<file path="config.mk">
export PLATFORM = sky130hd
export DESIGN_NAME = seq_detect_param_flat
export DESIGN_NICKNAME = d
export VERILOG_FILES = /design/src/rtl/seq_detect_param_if.sv /design/src/rtl/seq_detect_param.sv /design/src/flat_wrapper.sv
export SDC_FILE = /design/constraint.sdc
export NUM_CORES = 1
export LEC_CHECK = 0
export ABC_AREA = 1
export BUFFER_PORTS_ARGS = -buffer_cell sky130_fd_sc_hd__buf_2
export CAP_MARGIN = 25
export CORE_AREA = 2 2 48 50
export DETAILED_ROUTE_END_ITERATION = 6
export DIE_AREA = 0 0 50 52
export GPL_TIMING_DRIVEN = 0
export MAX_ROUTING_LAYER = met4
export PLACE_DENSITY = 0.76
export SLEW_MARGIN = 20
export SYNTH_ARGS = -nofsm -noshare
export SYNTH_HDL_FRONTEND = slang
export SYNTH_SLANG_ARGS = --single-unit
</file>
<file path="constraint.sdc">
create_clock -name clk -period 3.05 [get_ports clk]
set_clock_uncertainty 0.15 [all_clocks]
set_input_delay 0.4575 -clock clk [delete_from_list [all_inputs] [get_ports clk]]
set_output_delay 0.4575 -clock clk [all_outputs]
set_load 0.02 [all_outputs]
</file>
<file path="src/rtl/seq_detect_param_if.sv">
// Sample/pattern/counter bundle for seq_detect_param.
// SEQ_DETECT_MASK_EN adds the pattern mask input.
interface seq_detect_param_if #(
    parameter int unsigned PAT_W = 4,
    parameter int unsigned CNT_W = 8
);
    logic             x;
    logic             x_valid;
    logic             overlap;
    logic             pat_load;
    logic [PAT_W-1:0] pat_in;
`ifdef SEQ_DETECT_MASK_EN
    logic [PAT_W-1:0] pat_mask_in;
`endif
    logic             cnt_clr;
    logic             F;
    logic [CNT_W-1:0] match_cnt;
    logic             armed;

    modport master (
        output x,
        output x_valid,
        output overlap,
        output pat_load,
        output pat_in,
`ifdef SEQ_DETECT_MASK_EN
        output pat_mask_in,
`endif
        output cnt_clr,
        input  F,
        input  match_cnt,
        input  armed
    );

    modport slave (
        input  x,
        input  x_valid,
        input  overlap,
        input  pat_load,
        input  pat_in,
`ifdef SEQ_DETECT_MASK_EN
        input  pat_mask_in,
`endif
        input  cnt_clr,
        output F,
        output match_cnt,
        output armed
    );
endinterface

</file>
<file path="src/rtl/seq_detect_param.sv">
// Parametrised serial sequence detector with saturating match count.
// Define SEQ_DETECT_MASK_EN for per-bit don't-care pattern masking.
module seq_detect_param #(
    parameter int unsigned PAT_W     = 4,
    parameter int unsigned CNT_W     = 8,
    parameter logic [31:0] RESET_PAT = 32'b1011
) (
    input logic               clk,
    input logic               rst,
    seq_detect_param_if.slave bus
);
    localparam int unsigned FW = $clog2(PAT_W + 1);
    localparam logic [FW-1:0] FULL = FW'(PAT_W);
    localparam logic [FW-1:0] LAST = FW'(PAT_W - 1);
    localparam logic [PAT_W-1:0] RST_PAT = RESET_PAT[PAT_W-1:0];
    localparam logic [CNT_W-1:0] CNT_MAX = '1;

    logic [PAT_W-1:0] pat;
    logic [PAT_W-1:0] hist;
    logic [FW-1:0]    fill;
    logic             f_q;
    logic [CNT_W-1:0] cnt_q;
    logic             armed_q;
`ifdef SEQ_DETECT_MASK_EN
    logic [PAT_W-1:0] pat_mask;
`endif

    logic [PAT_W-1:0] cand;
    logic             match;
    logic             hit;
    logic [PAT_W-1:0] hist_nxt;
    logic [FW-1:0]    fill_nxt;

    // Candidate window, hit decision and next history/fill
    always_comb begin
        cand = {hist[PAT_W-2:0], bus.x};
`ifdef SEQ_DETECT_MASK_EN
        match = ((cand ^ pat) & pat_mask) == '0;
`else
        match = (cand == pat);
`endif
        hit = bus.x_valid && !bus.pat_load
              && (fill >= LAST) && match;
        hist_nxt = hist;
        fill_nxt = fill;
        if (bus.pat_load) begin
            hist_nxt = '0;
            fill_nxt = '0;
        end else if (bus.x_valid) begin
            if (hit && !bus.overlap) begin
                hist_nxt = '0;
                fill_nxt = '0;
            end else begin
                hist_nxt = cand;
                fill_nxt = (fill == FULL) ? FULL : fill + 1'b1;
            end
        end
    end

    // Registered state, match pulse, counter and armed flag
    always_ff @(posedge clk) begin
        if (!rst) begin
            pat     <= RST_PAT;
`ifdef SEQ_DETECT_MASK_EN
            pat_mask <= '1;
`endif
            hist    <= '0;
            fill    <= '0;
            f_q     <= 1'b0;
            cnt_q   <= '0;
            armed_q <= 1'b0;
        end else begin
            if (bus.pat_load) begin
                pat <= bus.pat_in;
`ifdef SEQ_DETECT_MASK_EN
                pat_mask <= bus.pat_mask_in;
`endif
            end
            hist    <= hist_nxt;
            fill    <= fill_nxt;
            f_q     <= hit;
            armed_q <= (fill_nxt == FULL);
            if (bus.cnt_clr) begin
                cnt_q <= '0;
            end else if (hit && cnt_q != CNT_MAX) begin
                cnt_q <= cnt_q + 1'b1;
            end
        end
    end

    assign bus.F         = f_q;
    assign bus.match_cnt = cnt_q;
    assign bus.armed     = armed_q;
endmodule

</file>
<file path="src/flat_wrapper.sv">
// flat-port wrapper written by rule: the top's interface ports become plain ports
module seq_detect_param_flat 
#(
    parameter int unsigned PAT_W     = 4,
    parameter int unsigned CNT_W     = 8,
    parameter logic [31:0] RESET_PAT = 32'b1011
)
  (clk, rst, bus_x, bus_x_valid, bus_overlap, bus_pat_load, bus_pat_in, bus_cnt_clr, bus_F, bus_match_cnt, bus_armed);
  seq_detect_param_if #(.PAT_W(PAT_W), .CNT_W(CNT_W)) bus_i ();
  input logic clk;
  input logic rst;
  input wire logic [$bits(bus_i.x)-1:0] bus_x;
  input wire logic [$bits(bus_i.x_valid)-1:0] bus_x_valid;
  input wire logic [$bits(bus_i.overlap)-1:0] bus_overlap;
  input wire logic [$bits(bus_i.pat_load)-1:0] bus_pat_load;
  input wire logic [$bits(bus_i.pat_in)-1:0] bus_pat_in;
  input wire logic [$bits(bus_i.cnt_clr)-1:0] bus_cnt_clr;
  output wire logic [$bits(bus_i.F)-1:0] bus_F;
  output wire logic [$bits(bus_i.match_cnt)-1:0] bus_match_cnt;
  output wire logic [$bits(bus_i.armed)-1:0] bus_armed;
  assign bus_i.x = bus_x;
  assign bus_i.x_valid = bus_x_valid;
  assign bus_i.overlap = bus_overlap;
  assign bus_i.pat_load = bus_pat_load;
  assign bus_i.pat_in = bus_pat_in;
  assign bus_i.cnt_clr = bus_cnt_clr;
  assign bus_F = bus_i.F;
  assign bus_match_cnt = bus_i.match_cnt;
  assign bus_armed = bus_i.armed;
  seq_detect_param #(.PAT_W(PAT_W), .CNT_W(CNT_W), .RESET_PAT(RESET_PAT)) u_core (.clk(clk), .rst(rst), .bus(bus_i));
endmodule
</file>
==> out/summary.txt <==
chip width: 50 microns
post-synthesis async set-or-reset flop share: 0%
wire length on met1: 896 microns
sw frac: 21.68%
sequential share of the synthesized area: 37.38%
Register Area: 400.4 sq um
DRC: 0
#FFs+latches synth: 20
Clock power frac: 40.9%
VDD IR-drop max: 294.3 uV
largest area contributor in the netlist: dfxtp_1
antenna-violating nets left: 0
Leak: 0.6151 nW
Post-synth EDFFs: 0
Post-Synth Adder-Cell Area: 4.673%
final hold viol count: 0
HP Class: in2reg
CTS sink cnt: 20
post_cts resized: 0
XOR/XNOR Fraction of Synth Area: 4.907%
Ys Warns: 0
Net Sw Power: 115.3 uW
CTS Buf Count: 3
worst path arrival time: 1.83 ns
root buffer cell: clkbuf_4
largest net degree at the start of global routing: 13
DR WL met2: 975 microns
footprint of the multi-input gates: 584.3 sq um
Die ar.: 2600 sq um
PD cells: 424.2 nW/um^2
status: complete, no violations
Routed met3 length: 71 microns
Yosys cell types: 23
core area: 2106 sq um
final setup vio count: 0
critical path type: reg2reg
syn_nets: 161
hold worst-path end: u_core.pat[1]
first-pass GRT wire length: 3512 microns
pre-CTS WS: 1.310 ns
syn avg cell area: 7.336 sq um
Reg-to-Reg Start: u_core.fill[0]
max_cap viols: 0
antenna diode count: 0
Hold Crit Start: bus_pat_in[1]
vias per std cell: 4.944
global route overflow: 0
relative slew slack: 77.09%
Crit. Startpoint: u_core.fill[0]
internal power: 416.6 uW
H-tree depth: 1
FF-to-FF path depth: 10
power share of the sequential group: 50.8%
Slew Viols, Final: 0
Post-synth top flop: dfxtp_1
count leader, synth: nand2_1
drt first-iter violations: 13
FP Rows: 17
Die H: 52 microns
placed insts: 193
Layout area overhead: 17.06%
Mapped Area: 1071 sq um
final period utilization: 57.32%
post-synthesis simple-gate area fraction: 33.53%
max layer used: met4
main combinational cell family by area after synthesis: simple AND/OR/NAND/NOR gates
hold depth: 3
power share of the combinational group: 8.2%
hold buffers post-CTS: 0
share of cells above drive strength 1: 20.71%
Compound-Gate Fraction of Synth Area: 11.45%
terminus of the critical flop-to-flop path: u_core.bus.match_cnt[4]
Pre-antenna DRT Iters: 4
Synth top area share: 37.38%
HPWL Detailed: 1534 microns
IO buf count: 19
Final Non-Filler Cells: 197
setup bufs post-CTS: 0
worst skew pair latency: 0.30 ns
Setup TNS: 0 ns
Mapped Cells: 146
per-cell routed wire length: 9.909 microns
worst hold slack: 0.2134 ns
Total GRT Usage: 17.81%
vias in the first global route: 877
startpoint types: register
Critical Path Fanout Max: 9
mux contribution to synthesized area: 0%
Layout fillers: 201
total power: 531.8 uW
Period minus WS final: 1.748 ns
nets@finish: 185
Via Count: 974
CTS tree: yes
Slew @ Worst Pin: 0.3436 ns
Longest Clk Path Bufs: 2
GP Congestion: 0.8160
R2R Setup Slk: 1.30 ns
Required @ worst endpoint: 3.13 ns
WL final: 1952 microns
RSZ-0062 raised after global routing: false
top cells by count, synth: nand2_1, dfxtp_1, inv_1, nor2_1, a21oi_1
IO Count: 21
final worst setup slack: 1.302 ns
antenna violations before repair: 0
initial core utilization: 50.86%
main area contributors after synthesis: dfxtp_1, nand2_1, a21oi_1
clock transition at the registers of the reported paths: 0.12 ns
fmax: 572.0 MHz
Crit. End Element: register
layer usage:
metal,up-vias,GRT usage [%]
met1,452,20.25
li1,505,-
met5,-,-
met3,2,2.874
met4,0,6.944
met2,15,31.36
layout by cell type (no fill, tap or decap):
cell type   n
xor2_1      3
dfxtp_1    20
nor3_1      1
nand2_1    41
nand2_2     1
clkbuf_1    1
a21oi_2     2
clkbuf_4    3
ha_1        4
buf_6       1
nand3_1     2
xnor2_1     3
nor2_1     16
buf_2      19
nand4_2     1
bufinv_16   1
nand4_1     2
nand2_4     1
nor3_4      1
nor2_8      1
nor2_4      3
nand3b_2    1
inv_1      19
a21oi_1    15
and3_1      1
o21ai_0     6
critical path, stage by stage, from the launching register on:
cell     delay, ns
dfxtp_1       0.37
ha_1          0.15
ha_1          0.14
nor2_1        0.04
nand2_1       0.05
nand2_1       0.09
nor3_4        0.20
nand2_4       0.10
nor2_8        0.15
nand2_1       0.08
a21oi_1       0.15
power groups by stage:
stage               logic [mW]  clock network [mW]  registers (mW)
floorplan               0.0325                   0           0.275
global placement        0.0424                   0           0.276
detailed placement      0.0441                   0           0.276
CTS                     0.0443               0.223           0.270
global route            0.0508               0.230           0.271
finish                  0.0439               0.218           0.270
per-stage QoR:
stage	utilization (%)	area (sq um)
finish	59.54	1254
floorplan	-	1071
global placement	57.04	1201
detailed placement	57.04	1201
CTS	59.54	1254
global route	59.54	1254
final cells by class:
type	count	area share [%]
tap	28	2.794
clock buffer	3	1.796
clock inverter	1	2.395
multi-input combinational	105	46.61
buffer	2	1.198
sequential	20	31.94
timing repair buffer	19	7.585
inverter	19	5.689
sequential cells by signal, summed over array words and instances (netlist names):
| register | cells |
|---|---|
| u_core.hist | 3 |
| u_core.pat | 4 |
| u_core.bus.armed | 1 |
| u_core.bus.match_cnt | 8 |
| u_core.fill | 3 |
| u_core.bus.F | 1 |
worst max path at each step:
stage,to,slack [ns]
after floorplan,u_core.bus.match_cnt[2],1.38
after global placement,u_core.bus.match_cnt[0],1.37
after detailed placement,u_core.bus.match_cnt[4],1.31
after CTS,u_core.bus.match_cnt[4],1.27
after global routing,u_core.bus.match_cnt[4],1.11
final,u_core.bus.match_cnt[4],1.30
cell families after synthesis:
family / Yosys count
xor+xnor: 6
simple gates: 72
flops: 20
fa+ha+maj: 4
buf+inv: 21
compound gates: 23
Note: power is estimated with default switching activity, not from simulation.
